**src/rtl/kt_pkg.sv**
```systemverilog
// Shared types and BCD helpers for the kitchen timer control block.
package kt_pkg;

  typedef enum logic [2:0] {
    ST_IDLE     = 3'd0,
    ST_EDIT_MIN = 3'd1,
    ST_EDIT_SEC = 3'd2,
    ST_RUN      = 3'd3,
    ST_PAUSE    = 3'd4,
    ST_ALARM    = 3'd5
  } kt_state_t;

  localparam logic [1:0] EDIT_NONE = 2'd0;
  localparam logic [1:0] EDIT_MIN  = 2'd1;
  localparam logic [1:0] EDIT_SEC  = 2'd2;

  localparam logic [7:0] MIN_MAX = 8'h99;
  localparam logic [7:0] SEC_MAX = 8'h59;

  // Two-digit BCD increment that wraps to 00 past the given limit.
  function automatic logic [7:0] bcd_inc(input logic [7:0] v, input logic [7:0] max);
    logic [7:0] r;
    if (v == max) begin
      r = 8'h00;
    end else if (v[3:0] == 4'h9) begin
      r = {v[7:4] + 4'h1, 4'h0};
    end else begin
      r = {v[7:4], v[3:0] + 4'h1};
    end
    return r;
  endfunction

  // Two-digit BCD decrement; callers never pass 00.
  function automatic logic [7:0] bcd_dec(input logic [7:0] v);
    logic [7:0] r;
    if (v[3:0] == 4'h0) begin
      r = {v[7:4] - 4'h1, 4'h9};
    end else begin
      r = {v[7:4], v[3:0] - 4'h1};
    end
    return r;
  endfunction

endpackage

```
**src/rtl/kt_bcd_time.sv**
```systemverilog
// MM:SS BCD time registers with increment, borrow-decrement and clear strobes.
module kt_bcd_time
  import kt_pkg::*;
(
  input  logic       clk,
  input  logic       rst_n,
  input  logic       inc_min,
  input  logic       inc_sec,
  input  logic       dec,
  input  logic       clr,
  output logic [7:0] min_bcd,
  output logic [7:0] sec_bcd,
  output logic       is_zero,
  output logic       is_last
);

  logic [7:0] min_r;
  logic [7:0] sec_r;

  // Time registers; dec is only issued while the time is non-zero.
  always_ff @(posedge clk or negedge rst_n) begin
    if (!rst_n) begin
      min_r <= 8'h00;
      sec_r <= 8'h00;
    end else if (clr) begin
      min_r <= 8'h00;
      sec_r <= 8'h00;
    end else if (dec) begin
      if (sec_r == 8'h00) begin
        sec_r <= SEC_MAX;
        min_r <= bcd_dec(min_r);
      end else begin
        sec_r <= bcd_dec(sec_r);
      end
    end else begin
      if (inc_min) begin
        min_r <= bcd_inc(min_r, MIN_MAX);
      end
      if (inc_sec) begin
        sec_r <= bcd_inc(sec_r, SEC_MAX);
      end
    end
  end

  assign min_bcd = min_r;
  assign sec_bcd = sec_r;
  assign is_zero = (min_r == 8'h00) && (sec_r == 8'h00);
  assign is_last = (min_r == 8'h00) && (sec_r == 8'h01);

endmodule

```
**src/rtl/kt_timer_ctrl.sv**
```systemverilog
// Kitchen timer control FSM: time entry, countdown, pause and alarm.
// Optional increment auto-repeat is built when KT_AUTOREPEAT_EN is defined.
module kt_timer_ctrl
  import kt_pkg::*;
#(
  parameter int CLK_HZ       = 50_000_000,
  parameter int ALARM_SECS   = 30,
  parameter int REPEAT_DELAY = 25_000_000,
  parameter int REPEAT_RATE  = 5_000_000
) (
  input  logic       clk,
  input  logic       rst_n,
  input  logic       mode_down,
  input  logic       inc_down,
  input  logic       inc_state,
  input  logic       start_down,
  output logic [7:0] min_bcd,
  output logic [7:0] sec_bcd,
  output logic [1:0] edit_sel,
  output logic       running,
  output logic       alarm
);

  localparam int PW = (CLK_HZ > 1) ? $clog2(CLK_HZ) : 1;
  localparam int AW = $clog2(ALARM_SECS + 1);

  kt_state_t  state_r, state_nxt_s;
  logic [PW-1:0] presc_r;
  logic [AW-1:0] alarm_cnt_r;
  logic       tick_s, entry_s, rep_fire_s, inc_take_s;
  logic       inc_min_s, inc_sec_s, dec_s, clr_s;
  logic       is_zero_s, is_last_s;
  logic [1:0] edit_sel_nxt_s;
  logic [1:0] edit_sel_r;
  logic       running_r, alarm_r;

  assign tick_s  = (presc_r == PW'(CLK_HZ - 1));
  assign entry_s = ((state_nxt_s == ST_RUN) || (state_nxt_s == ST_ALARM)) && (state_nxt_s != state_r);

  // Next-state and time-command decode; start > mode > inc priority.
  always_comb begin
    state_nxt_s = state_r;
    inc_min_s   = 1'b0;
    inc_sec_s   = 1'b0;
    dec_s       = 1'b0;
    clr_s       = 1'b0;
    inc_take_s  = 1'b0;
    case (state_r)
      ST_IDLE: begin
        if (start_down) begin
          state_nxt_s = is_zero_s ? ST_IDLE : ST_RUN;
        end else if (mode_down) begin
          state_nxt_s = ST_EDIT_MIN;
        end else begin
          state_nxt_s = ST_IDLE;
        end
      end
      ST_EDIT_MIN, ST_EDIT_SEC: begin
        if (start_down) begin
          state_nxt_s = is_zero_s ? ST_IDLE : ST_RUN;
        end else if (mode_down) begin
          state_nxt_s = (state_r == ST_EDIT_MIN) ? ST_EDIT_SEC : ST_IDLE;
        end else if (inc_down || rep_fire_s) begin
          inc_take_s = inc_down;
          inc_min_s  = (state_r == ST_EDIT_MIN);
          inc_sec_s  = (state_r == ST_EDIT_SEC);
        end else begin
          state_nxt_s = state_r;
        end
      end
      ST_RUN: begin
        if (start_down) begin
          state_nxt_s = ST_PAUSE;
        end else if (tick_s) begin
          dec_s       = 1'b1;
          state_nxt_s = is_last_s ? ST_ALARM : ST_RUN;
        end else begin
          state_nxt_s = ST_RUN;
        end
      end
      ST_PAUSE: begin
        if (start_down) begin
          state_nxt_s = ST_RUN;
        end else if (mode_down) begin
          state_nxt_s = ST_IDLE;
          clr_s       = 1'b1;
        end else begin
          state_nxt_s = ST_PAUSE;
        end
      end
      ST_ALARM: begin
        if (start_down || mode_down || inc_down) begin
          state_nxt_s = ST_IDLE;
        end else if (tick_s && (alarm_cnt_r == AW'(ALARM_SECS - 1))) begin
          state_nxt_s = ST_IDLE;
        end else begin
          state_nxt_s = ST_ALARM;
        end
      end
      default: state_nxt_s = ST_IDLE;
    endcase
  end

  // Edit-digit select for the registered output.
  always_comb begin
    case (state_nxt_s)
      ST_EDIT_MIN: edit_sel_nxt_s = EDIT_MIN;
      ST_EDIT_SEC: edit_sel_nxt_s = EDIT_SEC;
      default:     edit_sel_nxt_s = EDIT_NONE;
    endcase
  end

  // State and registered status outputs.
  always_ff @(posedge clk or negedge rst_n) begin
    if (!rst_n) begin
      state_r    <= ST_IDLE;
      edit_sel_r <= EDIT_NONE;
      running_r  <= 1'b0;
      alarm_r    <= 1'b0;
    end else begin
      state_r    <= state_nxt_s;
      edit_sel_r <= edit_sel_nxt_s;
      running_r  <= (state_nxt_s == ST_RUN);
      alarm_r    <= (state_nxt_s == ST_ALARM);
    end
  end

  // 1 Hz prescaler: restarts on RUN/ALARM entry so a resumed run waits a full second.
  always_ff @(posedge clk or negedge rst_n) begin
    if (!rst_n) begin
      presc_r <= '0;
    end else if (entry_s) begin
      presc_r <= '0;
    end else if ((state_r == ST_RUN) || (state_r == ST_ALARM)) begin
      presc_r <= tick_s ? '0 : presc_r + PW'(1);
    end
  end

  // Seconds spent sounding the alarm.
  always_ff @(posedge clk or negedge rst_n) begin
    if (!rst_n) begin
      alarm_cnt_r <= '0;
    end else if (entry_s) begin
      alarm_cnt_r <= '0;
    end else if ((state_r == ST_ALARM) && tick_s) begin
      alarm_cnt_r <= alarm_cnt_r + AW'(1);
    end
  end

`ifdef KT_AUTOREPEAT_EN
  localparam int RMAX = (REPEAT_DELAY > REPEAT_RATE) ? REPEAT_DELAY : REPEAT_RATE;
  localparam int RW   = $clog2(RMAX + 1);

  logic [RW-1:0] rep_cnt_r;
  logic          rep_arm_r;
  logic          rep_first_r;

  assign rep_fire_s = rep_arm_r && inc_state &&
                      (rep_cnt_r == (rep_first_r ? RW'(REPEAT_DELAY - 1) : RW'(REPEAT_RATE - 1)));

  // Auto-repeat timer, armed by an accepted press and dropped on release or state change.
  always_ff @(posedge clk or negedge rst_n) begin
    if (!rst_n) begin
      rep_cnt_r   <= '0;
      rep_arm_r   <= 1'b0;
      rep_first_r <= 1'b1;
    end else if (inc_take_s) begin
      rep_cnt_r   <= '0;
      rep_arm_r   <= 1'b1;
      rep_first_r <= 1'b1;
    end else if (!inc_state || (state_nxt_s != state_r)) begin
      rep_cnt_r   <= '0;
      rep_arm_r   <= 1'b0;
      rep_first_r <= 1'b1;
    end else if (rep_arm_r) begin
      if (rep_fire_s) begin
        rep_cnt_r   <= '0;
        rep_first_r <= 1'b0;
      end else begin
        rep_cnt_r <= rep_cnt_r + RW'(1);
      end
    end
  end
`else
  logic unused_inc_state_s;
  assign unused_inc_state_s = inc_state;
  assign rep_fire_s         = 1'b0;
`endif

  kt_bcd_time u_time (
    .clk     (clk),
    .rst_n   (rst_n),
    .inc_min (inc_min_s),
    .inc_sec (inc_sec_s),
    .dec     (dec_s),
    .clr     (clr_s),
    .min_bcd (min_bcd),
    .sec_bcd (sec_bcd),
    .is_zero (is_zero_s),
    .is_last (is_last_s)
  );

  assign edit_sel = edit_sel_r;
  assign running  = running_r;
  assign alarm    = alarm_r;

endmodule

```
**config.mk**
```make
export PLATFORM = sky130hd
export DESIGN_NAME = kt_timer_ctrl
export DESIGN_NICKNAME = d
export VERILOG_FILES = /design/src/rtl/kt_pkg.sv /design/src/rtl/kt_bcd_time.sv /design/src/rtl/kt_timer_ctrl.sv
export SDC_FILE = /design/constraint.sdc
export NUM_CORES = 1
export LEC_CHECK = 0
export ABC_AREA = 1
export ABC_CLOCK_PERIOD_IN_PS = 1900
export CORE_MARGIN = 10
export CORE_UTILIZATION = 30
export CTS_CLUSTER_DIAMETER = 50
export DETAILED_ROUTE_END_ITERATION = 16
export MAX_ROUTING_LAYER = met4
export PLACE_DENSITY = 0.43
export SLEW_MARGIN = 0
export SYNTH_ARGS = -nofsm -noshare
export SYNTH_HDL_FRONTEND = slang
export SYNTH_SLANG_ARGS = --single-unit
```
**constraint.sdc**
```tcl
create_clock -name clk -period 1.9 [get_ports clk]
set_input_delay 0.38 -clock clk [delete_from_list [all_inputs] [get_ports clk]]
set_output_delay 0.38 -clock clk [all_outputs]
set_load 0.02 [all_outputs]
```
# ---- Yosys cells after proc, flatten, opt, wreduce, memory -nomap -nowiden
# Index checks and enable logic that the tools add are counted.
dict set report word_totals {
  regBits 54
}
dict set report op_classes {
  add_sub_neg 10
  eq_ne 20
  n_mux 48
  n_reduce_logical 24
}
# operator count
set ops {}
lappend ops {{$mux W8} 14}
lappend ops {{$mux W26} 3}
lappend ops {{$mux W3} 9}
lappend ops {{$add A26 B1 Y26 const B} 1}
lappend ops {{$eq A26 B26 Y1 const B} 1}
lappend ops {{$add A4 B1 Y4 const B} 4}
lappend ops {{$logic_not A8 Y1} 2}
lappend ops {{$sub A4 B1 Y4 const B} 4}
lappend ops {{$mux W1} 15}
lappend ops {{$pmux W3 S5} 1}
lappend ops {{$eq A3 B2 Y1 const B} 4}
lappend ops {{$mux W5} 2}
lappend ops {{$eq A3 B3 Y1 const B} 3}
lappend ops {{$eq A4 B4 Y1 const B} 2}
lappend ops {{$eq A8 B1 Y1 const B} 1}
lappend ops {{$eq A8 B7 Y1 const B} 1}
lappend ops {{$eq A8 B8 Y1 const B} 1}
lappend ops {{$logic_not A4 Y1} 2}
lappend ops {{$reduce_bool A4 Y1} 2}
lappend ops {{$eq A3 B1 Y1 const B} 2}
lappend ops {{$mux W2} 3}
lappend ops {{$ne A3 B1 Y1 const B} 2}
lappend ops {{$reduce_bool A3 Y1} 2}
lappend ops {{$add A5 B1 Y5 const B} 1}
lappend ops {{12 further kinds} 20}

# ---- Logic depth before layout (Yosys ltp)
# Gate-level depths: netlist of run 1.
dict set report logic_depth {
  word_depth 10
  depth_mapped 15
  mapped_depth_nobuf 15
}

# ---- By module
# A second synthesis of run 1 with hierarchy kept.
dict set report unflattened {
  hier_cells 637
  area_unflattened_um2 4470.5
}
# module instances cells_each area_each_um2 seq_area_each_um2
set modules_own_cells {}
lappend modules_own_cells {kt_timer_ctrl 1 407 2945.3 950.9}
lappend modules_own_cells {kt_bcd_time 1 230 1525.2 400.4}

# ---- Worst setup path before layout of run 1
# Ideal clock, no wire load.
dict set report synth_timing {
  kind {register to register}
  start {register u_time.min_r[0] (netlist: u_time.min_bcd[0])}
  end {register presc_r[15]}
  path_slack_ps -146
  stages_incl_launch_ff 15
  synth_period_minus_slack_ps 2046
  t_required_ps 1774
  setup_ps 126
  path_buffers 1
  t_arrival_ps 1921
  cell_sequence {dfrtp_1 inv_1 ha_1 nand3_1 inv_1 nand2_1 nor3_1 nand2_2 nand2_2 nand2_4 inv_2 nand3_2 nand2_4 buf_12 a21oi_2}
}
dict set report synth_between {
  elab_chain_cells 10
  word_cells_on_any_way 17
  classes_between {3 x eq/ne; 8 x mux; 6 x reduce/logical}
}
# element line_no
set synth_lines {}
lappend synth_lines {{start, declared} kt_bcd_time.sv:17} ;# logic [7:0] min_r;
lappend synth_lines {{start signal, assigned} kt_bcd_time.sv:31} ;# min_r <= bcd_dec(min_r);
lappend synth_lines {{start signal, assigned} kt_bcd_time.sv:37} ;# min_r <= bcd_inc(min_r, MIN_MAX);
lappend synth_lines {{$logic_not A8 Y1 *} {kt_bcd_time.sv:47, kt_bcd_time.sv:48}}
lappend synth_lines {{$logic_and A1 B1 Y1} kt_bcd_time.sv:48} ;# assign is_last = (min_r == 8'h00) && (sec_r == 8'h01);
lappend synth_lines {{$mux W3} kt_timer_ctrl.sv:76} ;# state_nxt_s = is_last_s ? ST_ALARM : ST_RUN;
lappend synth_lines {{$mux W3} kt_timer_ctrl.sv:74} ;# end else if (tick_s) begin
lappend synth_lines {{$mux W3} kt_timer_ctrl.sv:72} ;# if (start_down) begin
lappend synth_lines {{$pmux W3 S5 *} kt_timer_ctrl.sv:48} ;# case (state_r)
lappend synth_lines {{named net state_nxt_s[1]} kt_timer_ctrl.sv:27} ;# kt_state_t state_r, state_nxt_s;
lappend synth_lines {{$eq A3 B2 Y1 or $eq A3 B3 Y1 (tied branches)} kt_timer_ctrl.sv:38} ;# assign entry_s = ((state_nxt_s == ST_RUN) || (state_nxt_s == ST_ALARM)) && (state_nxt_s != state_r);
lappend synth_lines {{$logic_or A1 B1 Y1} kt_timer_ctrl.sv:38}
lappend synth_lines {{$logic_and A1 B1 Y1 *} kt_timer_ctrl.sv:38}
lappend synth_lines {{$mux W26 or $reduce_bool A2 Y1 (tied branches)} n/a}
lappend synth_lines {{end signal, assigned} kt_timer_ctrl.sv:135} ;# presc_r <= tick_s ? '0 : presc_r + PW'(1);
lappend synth_lines {{end, declared} kt_timer_ctrl.sv:28} ;# logic [PW-1:0] presc_r;
# Mark *: on every way through the listed nets, which the timed path passes. The rest lies on a longest branch.
# A chain may end at the register's enable or synchronous reset.

# ---- Worst setup path after layout of run 1
dict set report layout_timing {
  start {register presc_r[0]}
  end {register presc_r[25]}
}
dict set report layout_between {
  word_cells_on_any_way 17
  classes_between {1 x add/sub; 4 x eq/ne; 8 x mux; 4 x reduce/logical}
}
# element line_no
set layout_lines {}
lappend layout_lines {{$eq A26 B26 Y1 *} kt_timer_ctrl.sv:37} ;# assign tick_s = (presc_r == PW'(CLK_HZ - 1));
lappend layout_lines {{$mux W3 *} kt_timer_ctrl.sv:74}
lappend layout_lines {{$mux W3 *} kt_timer_ctrl.sv:72}
lappend layout_lines {{$pmux W3 S5 *} kt_timer_ctrl.sv:48}
lappend layout_lines {{named net state_nxt_s[1]} kt_timer_ctrl.sv:27}
lappend layout_lines {{$eq A3 B2 Y1 or $eq A3 B3 Y1 (tied branches)} kt_timer_ctrl.sv:38}
lappend layout_lines {{$logic_or A1 B1 Y1} kt_timer_ctrl.sv:38}
lappend layout_lines {{$logic_and A1 B1 Y1 *} kt_timer_ctrl.sv:38}
lappend layout_lines {{$mux W26 or $reduce_bool A2 Y1 (tied branches)} n/a}
# Mark *: on every way through the listed nets, which the timed path passes. The rest lies on a longest branch. The select of a mux whose other input is x is not followed.

==> key figures, run 1 <==
Logic synthesis
  – Seq cells post-synth: 54
  – Top cell type's share of synthesized area: 0.306
  – Post-synth EDFFs: 0
  – Adder-cell area share of the yosys netlist: 0.0454
  – Cell type with the largest total area after synthesis: dfrtp_1
  – Top FF cell, synth: dfrtp_1
  – Yosys warns: 0
  – Sequential share of the synthesized area: 0.306
  – Post-synthesis cell area: 4410 um^2
  – Top post-synthesis cells by area: dfrtp_1 (31%), nand2_1 (9.5%), inv_1 (7.7%), a21oi_2 (6.3%), nand3_1 (5.3%)
  – Mapped Cells: 603
  – Xor/xnor share of the synthesized area: 0.0337
  – Compound-Gate Fraction of Synth Area: 0.164
  – Synth Area in Simple Gates: 0.331
  – Largest family of logic cells by synthesized area: simple AND/OR/NAND/NOR gates
  – Asr flop ratio synth: 1.00
  – Synthesized area per cell: 7.32 um^2
  – Post-synthesis mux area share: 0.00227
  – Syn_nets: 625
  – Netlist cell types: 45

Clocking
  – Root buffer selected by CTS: clkbuf_16
  – Clk sinks: 54
  – CTS Buf Count: 5
  – CTS tree: built
  – Worst-path clk slew: 0.08 ns
  – Clock tree buffer depth: 2
  – Clock Latency Late Sink: 0.31 ns
  – H-tree depth: 2

Drt
  – Via density: 4.67
  – DR pass1 iterations: 4
  – Detail Route Antenna Nets: 0
  – DRC viols: 0
  – Post-DR wirelength/cell: 13.8 um
  – Vias: 4,462
  – DRT Wirelength: 13,200 um
  – Iter 0 DRT Violations: 187

Pwr
  – Sequential Power Share: 0.201
  – Clock network power share: 0.128
  – P_int: 4.26 mW
  – Switching Fraction: 0.451
  – Max VDD drop: 928 uV
  – Combinational share of power: 0.671
  – Pwr dens: 1200 nW/um^2
  – P_sw: 3.49 mW
  – Power after layout: 7.75 mW
  – Pleak: 2.98 nW

Global route
  – Grt ovf: 0
  – Maximum number of pins on one net before global-route repair: 43
  – Number of global-route vias before repair: 4,418
  – First-pass GRT wire length: 21,800 um
  – GRT Total Usage: 0.135
  – Initial antenna violation count: 0

Timing
  – Final worst-path cycle share: 1.05
  – Final hold vios: 0
  – Final Max Tran Viols: 0
  – Fmax: 0.503 GHz
  – Final setup margin: -0.0886 ns
  – Final setup fails: 35
  – Worst Max-Slew Pin Slew: 0.398 ns
  – Unrepaired setup endpoints after global routing: yes
  – Setup TNS: -1.93 ns
  – Worst Clk Skew: 0.0101 ns
  – Tmin final: 1.99 ns
  – Rel. slew slack: 0.735

Placed design
  – RD Place Congestion: 0.873
  – Number of port buffers: 24
  – Placed wire-length estimate: 10,000 um
  – DP Area: 5800 um^2

Worst setup path
  – Worst EP arrival: 2.19 ns
  – Worst path required time: 2.10 ns
  – Worst setup EP type: flip-flop
  – Reg2Reg Depth: 15
  – Critical path class: flip-flop to flip-flop
  – R2R Setup Slk: -0.09 ns
  – CP max FO: 11
  – Reg-to-reg endpoint: presc_r[25]$_DFFE_PN0P_
  – RR Startpoint: presc_r[0]$_DFFE_PN0P_
  – CP Launch Type: flip-flop

Layout
  – Fraction of layout cells with a size suffix above 1: 0.403
  – Final net count: 792
  – Final core occ: 0.448
  – Commonest non-fill, non-tap cells in the layout: buf_4 (136), nand2_1 (98), inv_1 (76)
  – # diodes: 0
  – Commonest non-fill, non-tap cell in the layout: buf_4
  – FF/Latch Area: 1370 um^2
  – Area Overhead vs Synth: 46.8%
  – Multi-input gate area: 2880 um^2
  – Fillers: 1,507
  – Finished layout cell area: 6480 um^2

Die
  – Initial Utilization: 0.305
  – Die span in x: 141 um
  – Core ar.: 14,500 um^2
  – Die Footprint: 20,000 um^2
  – IO Pins: 26
  – Die Span Y: 141 um
  – Number of core rows: 44

Hold path
  – Hold crit path type: input pin to asynchronous set/reset pin

Run
  – Max Cap Violations: 0

Status
  – Failing checks: negative setup slack
  – Outcome: complete, but fails checks
power groups by stage:
stage                     combinational (mW)  clock [mW]  sequential [mW]
after floorplan                         2.55           0             1.84
after global routing                    5.65        1.06             1.59
after detailed placement                4.43           0             1.57
after CTS                               4.72        1.04             1.57
final                                   5.20       0.993             1.56
after global placement                  4.41           0             1.57
metrics by stage:
stage | worst slack, ns | cells | hold WS, ns
after CTS | -0.0534 | 941 | 0.563
after global routing | -0.236 | 955 | 0.571
after detailed placement | -0.470 | 922 | 0.338
after floorplan | 0.00128 | 603 | 0.0844
after global placement | -0.440 | 922 | 0.341
final | -0.0886 | 955 | 0.537
cell usage after synthesis, types with 5 or more instances:
cell / count
nor2_2: 9
xnor2_1: 6
dfrtp_1: 54
inv_1: 91
nand2_1: 112
ha_1: 16
a21oi_1: 10
o31ai_1: 5
nand2_4: 5
o21ai_0: 40
nor2_4: 6
nand3_1: 47
nand2_2: 13
o21ai_1: 6
buf_6: 5
nand4_1: 16
xor2_1: 11
nor3_1: 17
inv_2: 9
a21oi_2: 32
nor2_1: 52
sequential cells by signal, indices dropped and copies added (netlist names):
name and count:
alarm_cnt_r 5, edit_sel 2, u_time.min_bcd 8, u_time.sec_bcd 8
alarm 1, state_r 3, presc_r 26, running 1
cell type report:
cell class,instances,share of cell area
Clock inverter,3,0.00386
Inverter,101,0.0608
Tap cell,184,0.0355
Timing Repair Buffer,172,0.225
Clock buffer,5,0.0193
Multi-Input combinational cell,436,0.445
Sequential cell,54,0.211
kinds of logic after synthesis:
| family | after synthesis |
|---|---|
| and+or+nand+nor | 292 |
| AOI/OAI and AO/OA | 110 |
| muxes | 1 |
| DFF | 54 |
| buffers and inverters | 113 |
| xor gates and xnor gates | 17 |
| adders and majority gates | 16 |
per-layer routing:
metal | GRT usage | vias to the layer above | part of all wire
met5 | - | - | 0
met4 | 0.0245 | 0 | 0.0088
met3 | 0.0224 | 9 | 0.032
met2 | 0.211 | 58 | 0.47
met1 | 0.181 | 2090 | 0.48
li1 | - | 2305 | -
worst max-delay path: stages (launching register included):
cell and delay, ns:
dfrtp_1 0.37, ha_2 0.19, nand2_2 0.07, nor2_4 0.11, nand2_4 0.08, nor2_4 0.13
nand2_4 0.08, clkinv_4 0.07, nand2_4 0.05, nand2_4 0.08, nand2_4 0.08, nand2_2 0.07
nand2_2 0.06, nand3_4 0.16, buf_12 0.17, a21oi_2 0.06
repair_timing:
| action | in CTS | in global routing |
|---|---|---|
| buffers inserted | 10 | 12 |
| cloned | 0 | 2 |
| hold buffers | 1 | 0 |
| setup endpoints to repair | 47 | 50 |
| endpoints found under the hold margin | 9 | 0 |
| gates resized for setup | 49 | 41 |
| pin swaps | 15 | 12 |
how the worst max path moves through the flow:
stage / to / start / slack (ns)
6_report: presc_r[25]$_DFFE_PN0P_ / presc_r[0]$_DFFE_PN0P_ / -0.09
5_1_grt: presc_r[0]$_DFFE_PN0P_ / presc_r[0]$_DFFE_PN0P_ / -0.24
4_1_cts: presc_r[15]$_DFFE_PN0P_ / presc_r[0]$_DFFE_PN0P_ / -0.05
3_5_place_dp: u_time.sec_bcd[6]$_DFFE_PN0P_ / start_down / -0.47
3_3_place_gp: u_time.sec_bcd[5]$_DFFE_PN0P_ / start_down / -0.44
2_1_floorplan: presc_r[15]$_DFFE_PN0P_ / u_time.sec_bcd[0]$_DFFE_PN0P_ / 0.001
Note: power is estimated with default switching activity, not from simulation.
==> inputs of run 2 (changes only) <==
Settings changed: CORE_ASPECT_RATIO set to 1.1, SKIP_LAST_GASP set to 1.
==> run 2 against run 1 <==
Net effect: the flow still finishes with violations (negative setup slack); fmax is 1.7% lower; setup slack worse by 0.034 ns; routed wire length is 2.2% higher; register-to-register slack lost 0.03 ns; count of clock-buffer cells in the layout unchanged; combinational power up 4.0%; via count rose by 0.45%; cell area is 2.8% higher; worst hold slack got worse by 0.47 ns; flip-flop and latch count stayed put; largest cell class unchanged; highest routed layer unchanged.
==> key figures, run 2 (synthesis results as in run 1) <==
Worst setup path
  – CP Cell Sequence: ha_4 -> nand2_4 -> nor2_4 -> nand2_4 -> nor2_4 -> nand2_4 -> clkinv_4 -> nand2_4 -> nand2_4 -> nand3_2 -> nand2_2 -> nand3_4 -> buf_12 -> buf_12 -> a21oi_2
  – Critical path class: flip-flop to flip-flop
  – Worst setup EP type: flip-flop
  – CP max FO: 8 (-3)
  – Slowest stage cell, crit path: dfrtp_1
  – Most common cell on crit path: nand2_4
  – Critical Path Max Stage Delay: 0.42 ns (+0.05 ns)
  – CP Launch Type: flip-flop
  – Worst path required time: 2.14 ns (+0.04 ns)
  – Worst EP arrival: 2.27 ns (+0.08 ns)

Timing
  – Final Max Tran Viols: 0 (unchanged)
  – Final setup fails: 47 (+34%)
  – Rel. slew slack: 0.703 (-0.0320)
  – Final worst-path cycle share: 1.06 (+0.0178)
  – Final hold vios: 0 (unchanged)
  – Fmax: 0.494 GHz (-1.7%)
  – Worst Clk Skew: 0.00776 ns (-0.00229 ns)
  – Tmin final: 2.02 ns (+0.0339 ns)
  – Unrepaired setup endpoints after global routing: yes
  – Final setup margin: -0.122 ns (-0.0339 ns)
  – Min Hold Slack: 0.0688 ns (-0.468 ns)
  – Worst Max-Slew Pin Slew: 0.443 ns (+0.0446 ns)

Drt
  – Post-DR wirelength/cell: 14.0 um (+1.3%)
  – Detail Route Antenna Nets: 0 (unchanged)
  – DRT Wirelength: 13,500 um (+2.2%)
  – DR pass1 iterations: 4 (unchanged)
  – Via density: 4.65 (-0.49%)
  – DRC viols: 0 (unchanged)
  – Iter 0 DRT Violations: 189 (+1.1%)
  – Vias: 4,482 (+0.45%)

Pwr
  – Clock network power share: 0.130 (+0.002)
  – Combinational share of power: 0.674 (+0.003)
  – Pleak: 2.99 nW (+0.13%)
  – Max VDD drop: 928 uV (about the same)
  – Sequential Power Share: 0.197 (-0.004)
  – Power after layout: 8.03 mW (+3.6%)
  – Pwr dens: 1210 nW/um^2 (+0.79%)
  – P_int: 4.37 mW (+2.5%)
  – Switching Fraction: 0.456 (+0.00582)
  – P_sw: 3.67 mW (+4.9%)

Clocking
  – Clock Latency Late Sink: 0.32 ns (about the same)
  – Clock tree buffer depth: 2 (unchanged)
  – Worst-path clk slew: 0.08 ns (about the same)
  – CTS tree: built
  – CTS Buf Count: 5 (unchanged)
  – # hold bufs at CTS: 0 (-1)
  – Root buffer selected by CTS: clkbuf_16
  – H-tree depth: 2 (unchanged)
  – Clk sinks: 54 (unchanged)

Global route
  – Grt ovf: 0 (unchanged)
  – Maximum number of pins on one net before global-route repair: 55 (+28%)
  – GRT Total Usage: 0.139 (+0.00416)
  – First-pass GRT wire length: 22,200 um (+1.6%)
  – Number of global-route vias before repair: 4,445 (+0.61%)
  – Initial antenna violation count: 0 (unchanged)

Die
  – Die Footprint: 20,000 um^2 (about the same)
  – IO Pins: 26 (unchanged)
  – Die Span Y: 147 um (+4.2%)
  – Initial Utilization: 0.306 (+0.000687)
  – Number of core rows: 46 (+4.5%)
  – Core ar.: 14,400 um^2 (-0.22%)
  – Die span in x: 136 um (-4.0%)

Placed design
  – Number of port buffers: 24 (unchanged)
  – Placed insts: 928 (+0.65%)
  – Placed wire-length estimate: 9840 um (-1.7%)
  – Post-Place Worst Slack: -0.336 ns (+0.135 ns)
  – RD Place Congestion: 0.855 (-2.1%)

Layout
  – Layout Cells excl Fill: 964 (+0.94%)
  – # diodes: 0 (unchanged)
  – Area Overhead vs Synth: 50.9%
  – Fraction of layout cells with a size suffix above 1: 0.425 (+0.0215)
  – Final net count: 793 (+0.13%)
  – Max reg flops: 26 (unchanged)
  – Biggest register: presc_r
  – Commonest non-fill, non-tap cells in the layout: buf_4 (127), nand2_1 (96), inv_1 (74)
  – Commonest non-fill, non-tap cell in the layout: buf_4
  – Final core occ: 0.461 (+0.0136)

Status
  – Outcome: complete, but fails checks
  – Failing checks: negative setup slack

Hold path
  – Hold crit path type: input pin to asynchronous set/reset pin

Run
  – Max Cap Violations: 0 (unchanged)
-- run 2: cell type report --
| cell class | count | area [um^2] |
|---|---|---|
| sequential | 54 | 1370 |
| timing repair buffer | 173 | 1530 |
| clock buffer | 5 | 125 |
| multi-input combinational | 436 | 2980 |
| clock inverter | 3 | 28.8 |
| fill | 1456 | 7780 |
| inverter | 101 | 392 |
| tap | 192 | 240 |
-- run 2: power groups by stage --
stage,sequential (mW),combinational (mW),clock (mW)
after CTS,1.57,5.03,1.08
after global placement,1.58,4.33,0
after detailed placement,1.58,4.35,0
after global routing,1.61,5.85,1.13
after floorplan,1.84,2.55,0
final,1.58,5.41,1.04
-- run 2: routing by layer --
metal | GRT usage | share of wire | vias to the layer above
met4 | 0.0372 | 0.012 | 0
met1 | 0.171 | 0.47 | 2110
met3 | 0.0273 | 0.028 | 14
met2 | 0.226 | 0.49 | 47
li1 | - | - | 2311
met5 | - | 0 | -
-- run 2: worst paths after layout --
kind	startpoint	endpoint	slack, ns	cells past startpoint
worst max-delay path	presc_r[1]$_DFFE_PN0P_	presc_r[7]$_DFFE_PN0P_	-0.12	15
worst min-delay path	rst_n	u_time.sec_bcd[7]$_DFFE_PN0P_	0.07	2
worst max register to register	presc_r[1]$_DFFE_PN0P_	presc_r[7]$_DFFE_PN0P_	-0.12	15
worst min register to register	alarm_cnt_r[4]$_DFFE_PN0P_	alarm_cnt_r[4]$_DFFE_PN0P_	0.57	3
max in group asynchronous	rst_n	state_r[0]$_DFF_PN0_	1.55	2
min in group clk	alarm_cnt_r[4]$_DFFE_PN0P_	alarm_cnt_r[4]$_DFFE_PN0P_	0.57	3
-- run 2: what timing repair did --
| item | CTS | global route |
|---|---|---|
| buffers inserted | 16 | 10 |
| pin swaps | 12 | 25 |
| endpoints found under the setup margin | 46 | 47 |
| gates resized for setup | 60 | 62 |
| gates cloned | 2 | 2 |
-- run 2: per-stage QoR --
stage                     TNS [ns]  instance area, um^2
after floorplan                  0                 4490
after global placement      -12.94                 5790
after detailed placement    -13.34                 5790
after CTS                    -4.93                 6350
after global routing         -9.82                 6660
final                        -3.93                 6660
-- run 2: worst max-delay path: cells and delay by family, from the launching register on --
kind / cells / cell delay, ns
AOI/OAI and AO/OA: 1 / 0.11
adders and majority gates: 1 / 0.18
buffers and inverters: 3 / 0.37
DFF: 1 / 0.42
and+or+nand+nor: 10 / 0.86
==> inputs of run 3 (changes only) <==
Settings changed: GPL_ROUTABILITY_DRIVEN set to 0, SLEW_MARGIN 0 to unset.
==> run 3 against run 2 <==
Net effect: the flow still finishes with violations (negative setup slack); first-iteration DRC count shrank 4.2%; via count shrank 1.6%; worst hold slack is essentially flat; register-to-register slack is essentially flat; clock skew grew 0.0023 ns; non-clock buffer count shrank 13; largest power group unchanged; core utilization shrank 1.5 points; highest routed layer unchanged; critical endpoint unchanged; setup slack gained 0.0029 ns; cell area shrank 3.3%; sequential share of layout area grew 0.71 points.
==> key figures, run 3 (synthesis results as in run 1) <==
Status
  – Outcome: complete, but fails checks
  – Failing checks: negative setup slack

Layout
  – Commonest non-fill, non-tap cells in the layout: buf_4 (121), nand2_1 (103), inv_1 (76)
  – Fillers: 1,461 (+0.34%)
  – Final core occ: 0.446 (-0.0154)
  – # diodes: 0 (unchanged)
  – Area Overhead vs Synth: 45.9%
  – Layout Cells excl Fill: 951 (-1.3%)
  – Final net count: 780 (-1.6%)
  – Biggest register: presc_r
  – Commonest non-fill, non-tap cell in the layout: buf_4
  – Max reg flops: 26 (unchanged)
  – Fraction of layout cells with a size suffix above 1: 0.390 (-0.0349)

Clocking
  – Worst-path clk slew: 0.08 ns (about the same)
  – Clock tree buffer depth: 2 (unchanged)
  – H-tree depth: 2 (unchanged)
  – CTS tree: built
  – Clock Latency Late Sink: 0.31 ns (about the same)
  – Clk sinks: 54 (unchanged)
  – Root buffer selected by CTS: clkbuf_16
  – CTS Buf Count: 5 (unchanged)
  – # hold bufs at CTS: 0 (unchanged)

Die
  – Core ar.: 14,400 um^2 (unchanged)
  – Initial Utilization: 0.306 (unchanged)
  – Die Span Y: 147 um (unchanged)
  – IO Pins: 26 (unchanged)
  – Die Footprint: 20,000 um^2 (unchanged)
  – Number of core rows: 46 (unchanged)
  – Die span in x: 136 um (unchanged)

Timing
  – Worst Clk Skew: 0.0100 ns (+0.00228 ns)
  – Final setup margin: -0.120 ns (+0.00293 ns)
  – Worst Max-Slew Pin Slew: 0.345 ns (-0.0980 ns)
  – Final setup fails: 40 (-15%)
  – Final hold vios: 0 (unchanged)
  – Tmin final: 2.02 ns (-0.00293 ns)
  – Fmax: 0.495 GHz (+0.15%)
  – Final Max Tran Viols: 0 (unchanged)
  – Final worst-path cycle share: 1.06 (-0.00154)
  – Rel. slew slack: 0.768 (+0.0658)
  – Unrepaired setup endpoints after global routing: yes

Drt
  – Via density: 4.64 (-0.26%)
  – DRT Wirelength: 13,100 um (-3.0%)
  – Detail Route Antenna Nets: 0 (unchanged)
  – Post-DR wirelength/cell: 13.8 um (-1.7%)
  – Iter 0 DRT Violations: 181 (-4.2%)
  – Vias: 4,410 (-1.6%)
  – DR pass1 iterations: 4 (unchanged)
  – DRC viols: 0 (unchanged)

Global route
  – GRT Total Usage: 0.139 (-0.000621)
  – Grt ovf: 0 (unchanged)
  – Initial antenna violation count: 0 (unchanged)
  – Maximum number of pins on one net before global-route repair: 55 (unchanged)
  – First-pass GRT wire length: 22,200 um (+0.16%)
  – Number of global-route vias before repair: 4,522 (+1.7%)

Worst setup path
  – Worst path required time: 2.10 ns (-0.04 ns)
  – Critical path class: flip-flop to flip-flop
  – CP Launch Type: flip-flop
  – Worst EP arrival: 2.22 ns (-0.05 ns)
  – CP max FO: 9 (+1)
  – Worst setup EP type: flip-flop

Pwr
  – Pleak: 2.91 nW (-2.7%)
  – Pwr dens: 1200 nW/um^2 (-0.68%)
  – Max VDD drop: 1190 uV (+28%)

Placed design
  – Placed wire-length estimate: 9940 um (+0.98%)
  – Number of port buffers: 24 (unchanged)
  – Placed insts: 926 (-0.22%)

Run
  – Max Cap Violations: 0 (unchanged)

Hold path
  – Hold crit path type: input pin to asynchronous set/reset pin
## run 3: cell types whose count changed in the layout (fill, tap and decap cells not counted), sizes merged
cell / before / now
inv: 102 / 103
buf: 148 / 135
clkinv: 2 / 1
## run 3: path summary, 6_finish.rpt
path	cells past startpoint	to	slack, ns	startpoint
worst max-delay path	15	presc_r[7]$_DFFE_PN0P_	-0.12	presc_r[1]$_DFFE_PN0P_
worst min-delay path	2	u_time.min_bcd[6]$_DFFE_PN0P_	0.07	rst_n
worst max register to register	15	presc_r[7]$_DFFE_PN0P_	-0.12	presc_r[1]$_DFFE_PN0P_
worst min register to register	3	alarm_cnt_r[4]$_DFFE_PN0P_	0.56	alarm_cnt_r[4]$_DFFE_PN0P_
max in group asynchronous	2	u_time.min_bcd[0]$_DFFE_PN0P_	1.56	rst_n
min in group clk	3	alarm_cnt_r[4]$_DFFE_PN0P_	0.56	alarm_cnt_r[4]$_DFFE_PN0P_
## run 3: final cells by class
cell class / instances / area (um^2) / area share
sequential: 54 / 1370 / 0.212
clock inverter: 3 / 26.3 / 0.00408
multi-input combinational: 436 / 2880 / 0.448
inverter: 101 / 392 / 0.0608
timing repair buffer: 160 / 1410 / 0.219
clock buffer: 5 / 125 / 0.0194
tap: 192 / 240 / 0.0373
## run 3: metrics by stage
stage	hold slack (ns)	setup slack (ns)	power [mW]	cell area, um^2	TNS, ns
2_1_floorplan	0.0844	0.00128	4.39	4490	0
3_3_place_gp	0.412	-0.309	5.90	5790	-12.71
3_5_place_dp	0.414	-0.330	5.93	5790	-13.69
4_1_cts	0.0798	-0.107	7.41	6230	-3.22
5_1_grt	0.0931	-0.269	8.29	6440	-9.54
6_report	0.0692	-0.120	7.71	6440	-3.63
## run 3: worst max-delay path, cell delays in order (launching register included)
cell      delay [ns]
dfrtp_1         0.40
ha_4            0.16
nand2_4         0.06
nor2_4          0.14
nand2_4         0.08
nor2_4          0.16
nand2_4         0.08
clkinv_4        0.08
nand2_4         0.05
nand2_4         0.08
nand2_4         0.08
inv_4           0.08
nand3_4         0.09
nand2_8         0.12
buf_12          0.15
a21oi_2         0.06
## run 3: routing by layer
metal  up-vias  global-route usage  routed length, um
met4         0              0.0313                119
met2        55               0.234               6620
li1       2282                   -                  -
met1      2067               0.166               6030
met3         6              0.0252                329
met5         -                   -                  0
## run 3: report_power, final
part | internal (mW) | switching (mW) | total, mW
logic | 2.32 | 2.80 | 5.12
registers | 1.39 | 0.192 | 1.58
clock network | 0.506 | 0.503 | 1.01
total | 4.21 | 3.50 | 7.71
## run 3: what timing repair did
| action | in CTS | in global routing |
|---|---|---|
| endpoints found under the hold margin | 0 | 0 |
| gates cloned | 1 | 2 |
| buffers inserted | 11 | 6 |
| pin swaps | 14 | 22 |
| setup endpoints to repair | 45 | 50 |
| resized for setup | 52 | 37 |
